**config.mk**
```make
export PLATFORM = sky130hd
export DESIGN_NAME = sync_fifo
export DESIGN_NICKNAME = d
export VERILOG_FILES = /design/src/rtl/sync_fifo_pkg.sv /design/src/rtl/sync_fifo_mem.sv /design/src/rtl/sync_fifo.sv
export SDC_FILE = /design/constraint.sdc
export NUM_CORES = 1
export LEC_CHECK = 0
export CAP_MARGIN = 10
export CORE_MARGIN = 1.5
export CORE_UTILIZATION = 25
export DETAILED_ROUTE_END_ITERATION = 6
export GPL_TIMING_DRIVEN = 0
export SETUP_SLACK_MARGIN = 0.2
export SLEW_MARGIN = 20
export SYNTH_ARGS = -nofsm -noshare
export SYNTH_HDL_FRONTEND = slang
export SYNTH_SLANG_ARGS = --single-unit
```
**constraint.sdc**
```tcl
create_clock -name clk -period 2.55 [get_ports clk]
set_clock_uncertainty 0.15 [all_clocks]
set_input_delay 0.255 -clock clk [delete_from_list [all_inputs] [get_ports clk]]
set_output_delay 0.255 -clock clk [all_outputs]
set_load 0.03 [all_outputs]
```
**src/rtl/sync_fifo_pkg.sv**
```systemverilog
// Shared sizing and parameter-legality helpers for the synchronous FIFO.
package sync_fifo_pkg;

    function automatic int fifo_depth(input int asize);
        return 1 << asize;
    endfunction

    // Thresholds are margins from the full/empty boundary and must leave both flags reachable.
    function automatic bit thr_legal(input int thr, input int asize);
        return (thr >= 1) && (thr <= fifo_depth(asize) - 1);
    endfunction

endpackage

```
**src/rtl/sync_fifo_mem.sv**
```systemverilog
// Dual-port storage for sync_fifo with either fall-through or registered read.
module sync_fifo_mem #(
    parameter int DSIZE          = 8,
    parameter int ASIZE          = 4,
    parameter bit FALLTHROUGH_EN = 1'b1
) (
    input  logic             clk,
    input  logic             rst_n,
    input  logic             i_we,
    input  logic [ASIZE-1:0] i_waddr,
    input  logic [DSIZE-1:0] i_wdata,
    input  logic             i_re,
    input  logic [ASIZE-1:0] i_raddr,
    output logic [DSIZE-1:0] o_rdata
);
    logic [DSIZE-1:0] r_mem [2**ASIZE];

    always_ff @(posedge clk) begin
        if (i_we) r_mem[i_waddr] <= i_wdata;
    end

    generate
        if (FALLTHROUGH_EN) begin : g_ft
            assign o_rdata = r_mem[i_raddr];
        end else begin : g_reg
            logic [DSIZE-1:0] r_rdata;
            always_ff @(posedge clk) begin
                if (!rst_n)    r_rdata <= '0;
                else if (i_re) r_rdata <= r_mem[i_raddr];
            end
            assign o_rdata = r_rdata;
        end
    endgenerate

endmodule

```
**src/rtl/sync_fifo.sv**
```systemverilog
// Single-clock FIFO: binary pointers, registered occupancy flags, sticky error flags.
module sync_fifo
    import sync_fifo_pkg::*;
#(
    parameter int    DSIZE           = 8,
    parameter int    ASIZE           = 4,
    parameter string FALLTHROUGH     = "TRUE",
    parameter int    FULL_THRESHOLD  = 1,
    parameter int    EMPTY_THRESHOLD = 1
) (
    input  logic             clk,
    input  logic             rst_n,
    input  logic             flush,
    input  logic             winc,
    input  logic [DSIZE-1:0] wdata,
    output logic             wfull,
    output logic             almost_full,
    output logic             overflow_error,
    input  logic             rinc,
    output logic [DSIZE-1:0] rdata,
    output logic             rempty,
    output logic             almost_empty,
    output logic             underflow_error,
    input  logic             err_clr,
    output logic [ASIZE:0]   count
);
    localparam int             DEPTH   = fifo_depth(ASIZE);
    localparam logic [ASIZE:0] DEPTH_V = (ASIZE+1)'(DEPTH);
    localparam logic [ASIZE:0] AF_LVL  = (ASIZE+1)'(DEPTH - FULL_THRESHOLD);
    localparam logic [ASIZE:0] AE_LVL  = (ASIZE+1)'(EMPTY_THRESHOLD);
    localparam logic [ASIZE:0] ONE     = (ASIZE+1)'(1);
    localparam bit             FT_EN   = (FALLTHROUGH == "TRUE");

    generate
        if (ASIZE < 1 || DSIZE < 1) begin : g_bad_size
            $error("sync_fifo: ASIZE and DSIZE must be at least 1");
        end
        if (!thr_legal(FULL_THRESHOLD, ASIZE)) begin : g_bad_full_thr
            $error("sync_fifo: FULL_THRESHOLD must be in 1..DEPTH-1");
        end
        if (!thr_legal(EMPTY_THRESHOLD, ASIZE)) begin : g_bad_empty_thr
            $error("sync_fifo: EMPTY_THRESHOLD must be in 1..DEPTH-1");
        end
    endgenerate

    logic [ASIZE:0] r_wbin, r_rbin, r_count, w_count_nxt;
    logic           r_full, r_afull, r_empty, r_aempty, r_ovf, r_unf;
    logic           w_wacc, w_racc;

    // Flush suppresses both accepts so neither memory nor the read register moves.
    assign w_wacc      = winc & ~r_full  & ~flush;
    assign w_racc      = rinc & ~r_empty & ~flush;
    assign w_count_nxt = r_count + (w_wacc ? ONE : '0) - (w_racc ? ONE : '0);

    always_ff @(posedge clk) begin
        if (!rst_n || flush) begin
            r_wbin   <= '0;
            r_rbin   <= '0;
            r_count  <= '0;
            r_full   <= 1'b0;
            r_afull  <= 1'b0;
            r_empty  <= 1'b1;
            r_aempty <= 1'b1;
        end else begin
            if (w_wacc) r_wbin <= r_wbin + ONE;
            if (w_racc) r_rbin <= r_rbin + ONE;
            r_count  <= w_count_nxt;
            r_full   <= (w_count_nxt == DEPTH_V);
            r_afull  <= (w_count_nxt >= AF_LVL);
            r_empty  <= (w_count_nxt == '0);
            r_aempty <= (w_count_nxt <= AE_LVL);
        end
    end

    // A new error event outranks a same-cycle clear; flush leaves the flags alone.
    always_ff @(posedge clk) begin
        if (!rst_n) begin
            r_ovf <= 1'b0;
            r_unf <= 1'b0;
        end else if (!flush) begin
            r_ovf <= (winc & r_full)  | (r_ovf & ~err_clr);
            r_unf <= (rinc & r_empty) | (r_unf & ~err_clr);
        end
    end

    sync_fifo_mem #(
        .DSIZE          (DSIZE),
        .ASIZE          (ASIZE),
        .FALLTHROUGH_EN (FT_EN)
    ) u_mem (
        .clk     (clk),
        .rst_n   (rst_n),
        .i_we    (w_wacc),
        .i_waddr (r_wbin[ASIZE-1:0]),
        .i_wdata (wdata),
        .i_re    (w_racc),
        .i_raddr (r_rbin[ASIZE-1:0]),
        .o_rdata (rdata)
    );

    assign wfull           = r_full;
    assign almost_full     = r_afull;
    assign rempty          = r_empty;
    assign almost_empty    = r_aempty;
    assign overflow_error  = r_ovf;
    assign underflow_error = r_unf;
    assign count           = r_count;

endmodule

```
==> run_results.csv, run 1 <==
group,metric,value,unit
sta,rsz0062_at_grt,"yes",
detailed_routing,vias_per_cell,4.316,
worst_setup_path,required,2140,ps
yosys,synth-seq-cells,151,
worst_setup_path,reg2reg_to,"almost_full$_SDFF_PP0_",
power_and_ir_drop,powerDensity,733.6,nW/um^2
clocking,tritoncts,"built",
sta,worstMarginPinSlew,938.5,ps
clocking,cts-buffers-inserted,17,
yosys,synthFlopType,"edfxtp_1",
cells_and_area,fin_nets,410,
outcome,status,"finished, final reports clean",
yosys,synth_cell_types,34,
power_and_ir_drop,p_sw_share,20.84,%
hold_path,hold_path_class,"input port to register",
power_and_ir_drop,vdd_drop_max,0.3750,mV
clocking,clockRootBuffer,"clkbuf_16",
power_and_ir_drop,internal_power,4.483,mW
worst_setup_path,start_kind,"register",
yosys,syn_avg_cell_area,18.34,um^2
clocking,clockBufferDepth,2,
clocking,insertion_delay,420,ps
clocking,htreeDepth,4,
clocking,cts_sinks,151,
floorplanning,initial_core_util,25.47,%
cells_and_area,fillers,2256,
sta,fmax,0.3973,GHz
sta,slew-limit-headroom,37.20,%
power_and_ir_drop,clkPwrFrac,46.5,%
clocking,hold_buffers,0,
floorplanning,design.core.area,23470,um^2
detailed_routing,drt_iter0_markers,207,
power_and_ir_drop,p_switching,1.180,mW
hold_path,whs_endpoint,"overflow_error$_SDFFE_PN0N_",
grt,gr-total-overflow,0,
grt,grt_pass1_wl,18.53,mm
detailed_routing,drc,0,
detailed_routing,wl_per_cell,17.09,um
detailed_routing,antenna_left,0,
cells_and_area,drive_gt1_share,34.09,%
yosys,synth_edf_count,128,
floorplanning,fp.dieW,157.7,um
worst_setup_path,crit_chain,"buf_12 > buf_12 > buf_4 > mux4_2 > a22oi_2 > nand2_2 > buf_6",
cells_and_area,multi_input_area,1775,um^2
floorplanning,dieArea,24860,um^2
clocking,clk_pin_slew,60,ps
cells_and_area,regArea,4310,um^2
cells_and_area,final_util,32.89,%
worst_setup_path,reg2reg_depth,9,
placed_design,io_buffers,32,
flow_run,cap_violations,0,
worst_setup_path,regToRegSetupSlack,260,ps
yosys,synth_nets,350,
yosys,synth_area_leaders,"edfxtp_1 (64%), dfxtp_1 (7.7%), mux4_2 (6.8%)",
sta,period_share,98.71,%
worst_setup_path,crit_top_cell,"buf_12",
worst_setup_path,worstSetupEndpointType,"output port",
sta,setup_viol,0,
hold_path,hold_depth,4,
power_and_ir_drop,power_frac_comb,5.6,%
worst_setup_path,critPathMaxStageDelay,520,ps
sta,worst_hold_slack,148.1,ps
yosys,synth_top_area_share,64.28,%
yosys,synth_common_cells,"edfxtp_1 (128), nor2_1 (29), dfxtp_1 (23), mux4_2 (18), nand2_1 (18)",
hold_path,min_from,"winc",
sta,drv_slew,0,
floorplanning,io_pins,33,
detailed_routing,num_vias,3099,
placed_design,dp_cells,677,
grt,grtUsageTotal,10.56,%
worst_setup_path,cp_top_family,"buffers and inverters",
power_and_ir_drop,p_leak,2.433,nW
detailed_routing,dr.pass1.iters,6,
worst_setup_path,worstPathMaxFanout,10,
placed_design,place_congestion,0.8074,
grt,antenna_found_initial,0,
worst_setup_path,worstPathArrival,2110,ps
yosys,synth_most_common_cell,"edfxtp_1",
worst_setup_path,crit_slowest_cell,"mux4_2",
cells_and_area,diodes,0,
grt,grt_pass1_vias,3233,
placed_design,hpwl,7.876,mm
worst_setup_path,r2r-start,"wfull$_SDFF_PP0_",
yosys,mappedNetlistArea,5979,um^2
worst_setup_path,path_buf_inv,4,
yosys,ys_warn_count,0,
grt,grt_start_max_net_pins,17,
yosys,yosysTopAreaCell,"edfxtp_1",
sta,final.min_clock_period,2517,ps
detailed_routing,wirelength,12.27,mm
floorplanning,die-height,157.7,um
yosys,synth-seq-area-share,71.98,%
cells_and_area,final_cells,718,
cells_and_area,area_delta_synth_final,29.11,%
worst_setup_path,crit_type,"register to output port",
yosys,netlist_instances,326,
power_and_ir_drop,power_frac_seq,47.9,%
yosys,async_flop_share,0,%
sta,finalHoldViolations,0,
floorplanning,std_cell_rows,56,
[layer usage]
layer	GRT usage (%)	routed length, um
met5	0	0
met4	4.223	221
met3	4.024	640
met2	16.37	5894
met1	13.24	5517
[area by class of cell]
type | count | area share (%)
clock buffers | 17 | 5.511
multi-input cells | 156 | 23.00
inverters | 5 | 0.2431
repair buffers | 41 | 5.737
flip-flops and latches | 151 | 55.83
well taps | 319 | 5.170
clock inverters | 15 | 2.577
plain buffers | 14 | 1.929
[per-stage QoR]
step	setup WS (ps)	cell area (um^2)	total power [mW]	TNS [ps]
2_1_floorplan	223.4	5987	2.906	0
3_3_place_gp	-693.4	6706	3.023	-49940
3_5_place_dp	-501.2	6726	3.030	-44400
4_1_cts	7.284	7564	5.685	0
5_1_grt	-39.11	7720	5.836	-40.81
6_report	32.85	7720	5.663	0
[power by group through the flow]
| stage | combinational, mW | clock [mW] | sequential, mW |
|---|---|---|---|
| detailed placement | 0.266 | 0 | 2.76 |
| global placement | 0.260 | 0 | 2.76 |
| global route | 0.343 | 2.78 | 2.71 |
| floorplan | 0.124 | 0 | 2.78 |
| finish | 0.320 | 2.63 | 2.71 |
| CTS | 0.291 | 2.68 | 2.71 |
[worst max path at each step]
stage | cells past startpoint | to | from | slack (ps)
5_1_grt | 6 | rdata[7] | register | -40
4_1_cts | 6 | rdata[7] | register | 7
3_5_place_dp | 10 | wfull$_SDFF_PP0_ | rinc | -500
6_report | 7 | rdata[7] | register | 30
3_3_place_gp | 4 | u_mem.r_mem[3][1]$_DFFE_PP_ | flush | -690
2_1_floorplan | 9 | almost_full$_SDFF_PP0_ | wfull$_SDFF_PP0_ | 220
[cells in the final DEF (no fill, tap or decap), types with 3 or more instances in the layout]
cell type | Yosys | routed
clkdlybuf4s50_1 | 0 | 22
inv_6 | 0 | 3
nand2b_1 | 5 | 5
clkinv_1 | 0 | 3
mux4_1 | 14 | 4
bufinv_16 | 0 | 4
ha_1 | 9 | 8
nand2_1 | 18 | 15
a22oi_2 | 0 | 15
nor2_2 | 0 | 11
xnor2_1 | 6 | 5
buf_6 | 3 | 8
xor2_1 | 7 | 5
dfxtp_1 | 23 | 20
buf_4 | 1 | 9
mux4_2 | 18 | 28
and2_1 | 6 | 6
clkdlybuf4s25_2 | 3 | 3
inv_1 | 5 | 5
clkbuf_1 | 4 | 3
nand2_2 | 0 | 3
nor3_4 | 0 | 4
nor2_1 | 29 | 17
buf_12 | 0 | 4
clkbuf_16 | 0 | 17
edfxtp_1 | 128 | 128
[tightest hold or removal path, stage by stage]
cell,delay [ps]
dlymetal6s2s_1,120
nand2_1,60
o21ai_0,130
and2_1,120
[flip-flops by register name, summed over array words and instances, names as in the netlist, named ones only]
name,count
u_mem.r_mem,128
count,5
r_rbin,4
r_wbin,4
almost_empty,1
almost_full,1
overflow_error,1
rempty,1
underflow_error,1
wfull,1
[cell families (layout without fill, tap and decap cells)]
family	count (synthesis)	in the layout	synth area share (%)
AO/OA/AOI/OAI	26	26	3.055
buffers and inverters	19	92	2.009
AND/OR/NAND/NOR	74	74	5.733
flip-flops	151	151	71.98
XOR/XNOR	13	13	1.904
adder cells (fa/ha/maj)	10	10	2.218
multiplexers	33	33	13.10
[timing repair]
action	4_1_cts	5_1_grt
resized for setup	102	37
pin swaps	7	6
gates cloned	2	0
setup endpoints to repair	141	141
buffers inserted	4	3
(Power assumes the default switching activity.)
==> run 2: changes to the inputs <==
--- a/config.mk
+++ b/config.mk
@@ -7,9 +7,10 @@
 export LEC_CHECK = 0
 export CAP_MARGIN = 10
 export CORE_MARGIN = 1.5
-export CORE_UTILIZATION = 25
+export CORE_UTILIZATION = 55
 export DETAILED_ROUTE_END_ITERATION = 6
 export GPL_TIMING_DRIVEN = 0
+export PLACE_DENSITY = 0.74
 export SETUP_SLACK_MARGIN = 0.2
 export SLEW_MARGIN = 20
 export SYNTH_ARGS = -nofsm -noshare
==> run 2 against run 1 <==
The flow now finishes with violations (negative setup slack). Power is 6.7% lower. Wire length is 0.77% higher. Die area shrank 54%. Sequential cell count stayed put.
==> run_results.csv, run 2 (same netlist as run 1, synthesis figures left out) <==
group,metric,value,unit
floorplanning,std_cell_rows,37,
clocking,insertion_delay,530,ps
clocking,clk_pin_slew,70,ps
worst_setup_path,worstPathArrival,2230,ps
cells_and_area,final_util,70.08,%
worst_setup_path,critPathMaxStageDelay,560,ps
sta,worst_hold_slack,231.5,ps
grt,grtUsageTotal,22.96,%
cells_and_area,final_cells,531,
worst_setup_path,crit_type,"register to output port",
sta,rsz0062_at_grt,"yes",
detailed_routing,num_vias,3133,
floorplanning,dieArea,11510,um^2
worst_setup_path,reg2reg_depth,7,
cells_and_area,area_delta_synth_final,22.08,%
power_and_ir_drop,p_total,5.282,mW
grt,grt_pass1_vias,3248,
cells_and_area,regArea,4310,um^2
grt,busiest_layer,"met2",
clocking,htreeDepth,4,
sta,drv_slew,0,
placed_design,place_congestion,0.8113,
floorplanning,fp.dieW,107.3,um
sta,fmax,0.3789,GHz
worst_setup_path,worstSetupEndpointType,"output port",
floorplanning,design.core.area,10420,um^2
detailed_routing,drc,0,
hold_path,hold_path_class,"input port to register",
power_and_ir_drop,vdd_drop_max,0.3650,mV
placed_design,hpwl,7.675,mm
placed_design,dp_cells,494,
cells_and_area,multi_input_area,1727,um^2
worst_setup_path,worstPathMaxFanout,10,
detailed_routing,vias_per_cell,5.900,
sta,layout_setup_ws,-89.46,ps
grt,gr-total-overflow,0,
cells_and_area,fin_nets,406,
sta,period_share,103.5,%
power_and_ir_drop,powerDensity,723.6,nW/um^2
floorplanning,initial_core_util,57.41,%
detailed_routing,wirelength,12.37,mm
clocking,hold_buffers,0,
clocking,clockBufferDepth,2,
detailed_routing,antenna_left,0,
sta,final.min_clock_period,2639,ps
worst_setup_path,required,2140,ps
grt,use_met3,5.811,%
cells_and_area,layout_commonest_cell,"edfxtp_1",
worst_setup_path,reg2reg_to,"rempty$_SDFF_PP1_",
hold_path,whs_endpoint,"overflow_error$_SDFFE_PN0N_",
sta,finalHoldViolations,0,
detailed_routing,wl_per_cell,23.29,um
clocking,tritoncts,"built",
cells_and_area,fillers,659,
cells_and_area,regMostFlops,"u_mem.r_mem",
worst_setup_path,r2r-start,"wfull$_SDFF_PP0_",
sta,slew-limit-headroom,41.55,%
worst_setup_path,regToRegSetupSlack,200,ps
worst_setup_path,crit_chain,"buf_12 > buf_12 > mux4_2 > a22oi_2 > nand2_1 > buf_4",
outcome,status,"finished with violations",
worst_setup_path,cp_top_family,"multiplexers",
worst_setup_path,crit_top_cell,"buf_12",
floorplanning,io_pins,33,
grt,met2_usage,38.40,%
detailed_routing,drt_iter0_markers,263,
sta,setup_viol,7,
outcome,failed_checks,"negative setup slack",
hold_path,hold_depth,2,
floorplanning,die-height,107.3,um
sta,worstMarginPinSlew,876.7,ps
grt,antenna_found_initial,0,
cells_and_area,drive_gt1_share,30.89,%
hold_path,min_from,"rst_n",
flow_run,cap_violations,0,
worst_setup_path,start_kind,"register",
cells_and_area,layout_common_cells,"edfxtp_1 (128), mux4_2 (27), clkdlybuf4s50_1 (24), dfxtp_1 (20), clkbuf_16 (18)",
grt,grtUsageMet1,28.75,%
grt,grt_pass1_wl,18.46,mm
clocking,cts_sinks,151,
placed_design,io_buffers,32,
worst_setup_path,path_buf_inv,3,
power_and_ir_drop,p_leak,2.358,nW
cells_and_area,diodes,0,
clocking,cts-buffers-inserted,17,
grt,grt_start_max_net_pins,17,
cells_and_area,largest_reg_flops,128,
clocking,clockRootBuffer,"clkbuf_8",
detailed_routing,dr.pass1.iters,4,
worst_setup_path,crit_slowest_cell,"mux4_2",
## run 2: final cells by class
class / instances / share of cell area [%]
buffer: 14 / 1.920
clock buffer: 22 / 6.496
clock inverter: 10 / 0.8742
inverter: 5 / 0.2571
multi-input combinational: 156 / 23.65
sequential: 151 / 59.05
tap: 136 / 2.331
timing repair buffer: 37 / 5.417
## run 2: worst register-to-register path: cells and delay by family, from the launching register on
kind / cells / cell delay [ps]
adders and majority gates: 2 / 690
and+or+nand+nor: 3 / 680
DFF: 1 / 370
AOI/OAI and AO/OA: 1 / 270
xor gates and xnor gates: 1 / 80
## run 2: routing by layer
layer	routed length [um]	vias up
li1	-	1397
met1	5040	1594
met2	6388	123
met3	736	19
met4	201	0
met5	0	-
## run 2: stage by stage
step	area (um^2)	TNS [ps]	setup WS (ps)
5_1_grt	7300	-804.4	-147.5
3_5_place_dp	6487	-35060	-599.1
3_3_place_gp	6477	-36520	-559.8
6_report	7300	-347.4	-89.46
2_1_floorplan	5987	0	223.4
4_1_cts	7148	-495.5	-103.8
## run 2: where the power goes
part	leakage [nW]	switching [mW]	internal (mW)
Combinational	0.746	0.172	0.133
Sequential	1.34	0.0144	2.70
Clock	0.272	0.957	1.31
## run 2: worst max-delay path by stage
stage | startpoint | end | cells past startpoint
floorplan | wfull$_SDFF_PP0_ | almost_full$_SDFF_PP0_ | 9
global placement | flush | u_mem.r_mem[0][5]$_DFFE_PP_ | 4
detailed placement | flush | u_mem.r_mem[2][5]$_DFFE_PP_ | 4
CTS | register | rdata[3] | 6
global route | register | rdata[2] | 6
finish | register | rdata[4] | 6
## run 2: repair_timing
item,in CTS,in global routing
cloned,1,1
endpoints found under the hold margin,0,0
gates resized for setup,88,28
pin swaps,5,16
endpoints found under the setup margin,37,117
buffers inserted,3,0
==> run 3: changes to the inputs <==
--- a/config.mk
+++ b/config.mk
@@ -10,6 +10,7 @@
 export CORE_UTILIZATION = 55
 export DETAILED_ROUTE_END_ITERATION = 6
 export GPL_TIMING_DRIVEN = 0
+export MAX_ROUTING_LAYER = met4
 export PLACE_DENSITY = 0.74
 export SETUP_SLACK_MARGIN = 0.2
 export SLEW_MARGIN = 20
==> run 3 against run 2 <==
Fmax shrank 0.32%. Critical path type unchanged. Combinational power is essentially flat. The flow still finishes with violations (negative setup slack). Die area is the same. Sequential power is essentially flat. Largest power group unchanged. Critical path depth is the same. Power is essentially flat. Largest cell class unchanged. Critical endpoint is now rdata[2]. Sequential share of layout area is the same.
==> run_results.csv, run 3 (same netlist as run 1, synthesis figures left out) <==
group,metric,value,unit
worst_setup_path,worstSetupEndpointType,"output port",
detailed_routing,wl_per_cell,23.26,um
cells_and_area,regArea,4310,um^2
worst_setup_path,path_buf_inv,3,
clocking,clockBufferDepth,2,
floorplanning,die-height,107.3,um
power_and_ir_drop,p_leak,2.358,nW
cells_and_area,fin_nets,406,
placed_design,hpwl,7.675,mm
cells_and_area,multi_input_area,1727,um^2
sta,final.min_clock_period,2648,ps
hold_path,min_from,"rst_n",
cells_and_area,largest_reg_flops,128,
floorplanning,io_pins,33,
sta,drv_slew,0,
outcome,status,"finished with violations",
detailed_routing,dr.pass1.iters,4,
grt,antenna_found_initial,0,
worst_setup_path,cp_top_family,"multiplexers",
floorplanning,fp.dieW,107.3,um
detailed_routing,wirelength,12.35,mm
worst_setup_path,crit_top_cell,"buf_12",
placed_design,place_ws,-599.1,ps
worst_setup_path,r2r-start,"wfull$_SDFF_PP0_",
worst_setup_path,start_kind,"register",
worst_setup_path,critPathMaxStageDelay,540,ps
cells_and_area,fillers,659,
cells_and_area,final_cells,531,
grt,grtUsageTotal,23.61,%
placed_design,io_buffers,32,
sta,layout_setup_ws,-98.01,ps
flow_run,cap_violations,0,
worst_setup_path,crit_slowest_cell,"mux4_2",
floorplanning,design.core.area,10420,um^2
sta,setup_viol,7,
floorplanning,initial_core_util,57.41,%
clocking,insertion_delay,530,ps
sta,slew-limit-headroom,43.44,%
grt,grt_pass1_vias,3243,
floorplanning,dieArea,11510,um^2
clocking,cts-buffers-inserted,17,
worst_setup_path,crit_type,"register to output port",
clocking,htreeDepth,4,
clocking,cts_sinks,151,
hold_path,whs_endpoint,"overflow_error$_SDFFE_PN0N_",
detailed_routing,antenna_left,0,
cells_and_area,area_delta_synth_final,22.08,%
detailed_routing,drt_iter0_markers,258,
outcome,failed_checks,"negative setup slack",
worst_setup_path,required,2140,ps
floorplanning,std_cell_rows,37,
placed_design,dp_cells,494,
worst_setup_path,worstPathMaxFanout,6,
detailed_routing,num_vias,3118,
clocking,clk_pin_slew,70,ps
cells_and_area,layout_commonest_cell,"edfxtp_1",
worst_setup_path,regToRegSetupSlack,200,ps
sta,finalHoldViolations,0,
sta,period_share,103.8,%
hold_path,hold_path_class,"input port to register",
grt,gr-total-overflow,0,
worst_setup_path,reg2reg_depth,7,
detailed_routing,drc,0,
sta,fmax,0.3776,GHz
cells_and_area,regMostFlops,"u_mem.r_mem",
placed_design,place_congestion,0.8233,
clocking,tritoncts,"built",
cells_and_area,drive_gt1_share,30.89,%
clocking,clockRootBuffer,"clkbuf_8",
sta,rsz0062_at_grt,"yes",
detailed_routing,vias_per_cell,5.872,
hold_path,hold_depth,2,
worst_setup_path,crit_chain,"buf_12 > buf_12 > mux4_2 > a22oi_2 > nand2_1 > buf_6",
cells_and_area,diodes,0,
grt,grt_pass1_wl,18.49,mm
sta,worstMarginPinSlew,848.4,ps
cells_and_area,layout_common_cells,"edfxtp_1 (128), mux4_2 (27), clkdlybuf4s50_1 (24), dfxtp_1 (20), clkbuf_16 (18)",
power_and_ir_drop,vdd_drop_max,0.3652,mV
clocking,hold_buffers,0,
worst_setup_path,reg2reg_to,"rempty$_SDFF_PP1_",
grt,grt_start_max_net_pins,17,
worst_setup_path,worstPathArrival,2240,ps
power_and_ir_drop,powerDensity,724.2,nW/um^2
==> run 3: cell counts in the layout (fill, tap and decap cells not counted) <==
Identical to the previous run, type by type.
==> run 3: routing by layer <==
layer	wire length [um]	vias up	global-route usage [%]
li1	-	1396	-
met1	4912	1581	28.79
met2	6397	121	38.31
met3	818	20	5.811
met4	223	0	9.333
met5	0	-	-
==> run 3: timing repair <==
action                                  4_1_cts  5_1_grt
gates cloned                                  1        1
endpoints found under the setup margin       37      109
resized for setup                            88       28
pin swaps                                     5       16
setup buffers                                 3        0
==> run 3: final cells by class <==
type                    instances  share of cell area (%)
repair buffers                 37                   5.417
clock buffers                  22                   6.496
flip-flops and latches        151                   59.05
multi-input cells             156                   23.65
clock inverters                10                  0.8742
plain buffers                  14                   1.920
inverters                       5                  0.2571
well taps                     136                   2.331
==> run 3: where the power goes <==
| part | internal, mW | switching [mW] |
|---|---|---|
| clock | 1.31 | 0.961 |
| sequential | 2.70 | 0.0145 |
| combinational | 0.133 | 0.172 |
==> run 3: worst max-delay path by stage <==
| stage | startpoint | to | cells past startpoint |
|---|---|---|---|
| after CTS | register | rdata[3] | 6 |
| final | register | rdata[2] | 6 |
| after detailed placement | flush | u_mem.r_mem[2][5]$_DFFE_PP_ | 4 |
| after global routing | register | rdata[2] | 6 |
| after floorplan | wfull$_SDFF_PP0_ | almost_full$_SDFF_PP0_ | 9 |
| after global placement | flush | u_mem.r_mem[0][5]$_DFFE_PP_ | 4 |
==> run 3: worst register-to-register path, stage by stage, from the launching register on <==
cell,delay [ps]
dfxtp_4,370
nor2b_4,160
xnor2_2,80
nor2_1,90
ha_2,210
fa_2,480
or3_1,430
o31ai_1,270
==> run 3: metrics by stage <==
step / utilization [%] / setup TNS, ps / power, mW / hold slack (ps) / cell area, um^2
after floorplan: - / 0 / 2.906 / 203.9 / 5987
after global placement: 62.19 / -36520 / 3.018 / 336.3 / 6477
after detailed placement: 62.28 / -35060 / 3.027 / 348.6 / 6487
after CTS: 68.62 / -495.5 / 5.282 / 211.3 / 7148
after global routing: 70.08 / -811.9 / 5.429 / 243.9 / 7300
final: 70.08 / -373.2 / 5.286 / 232.2 / 7300
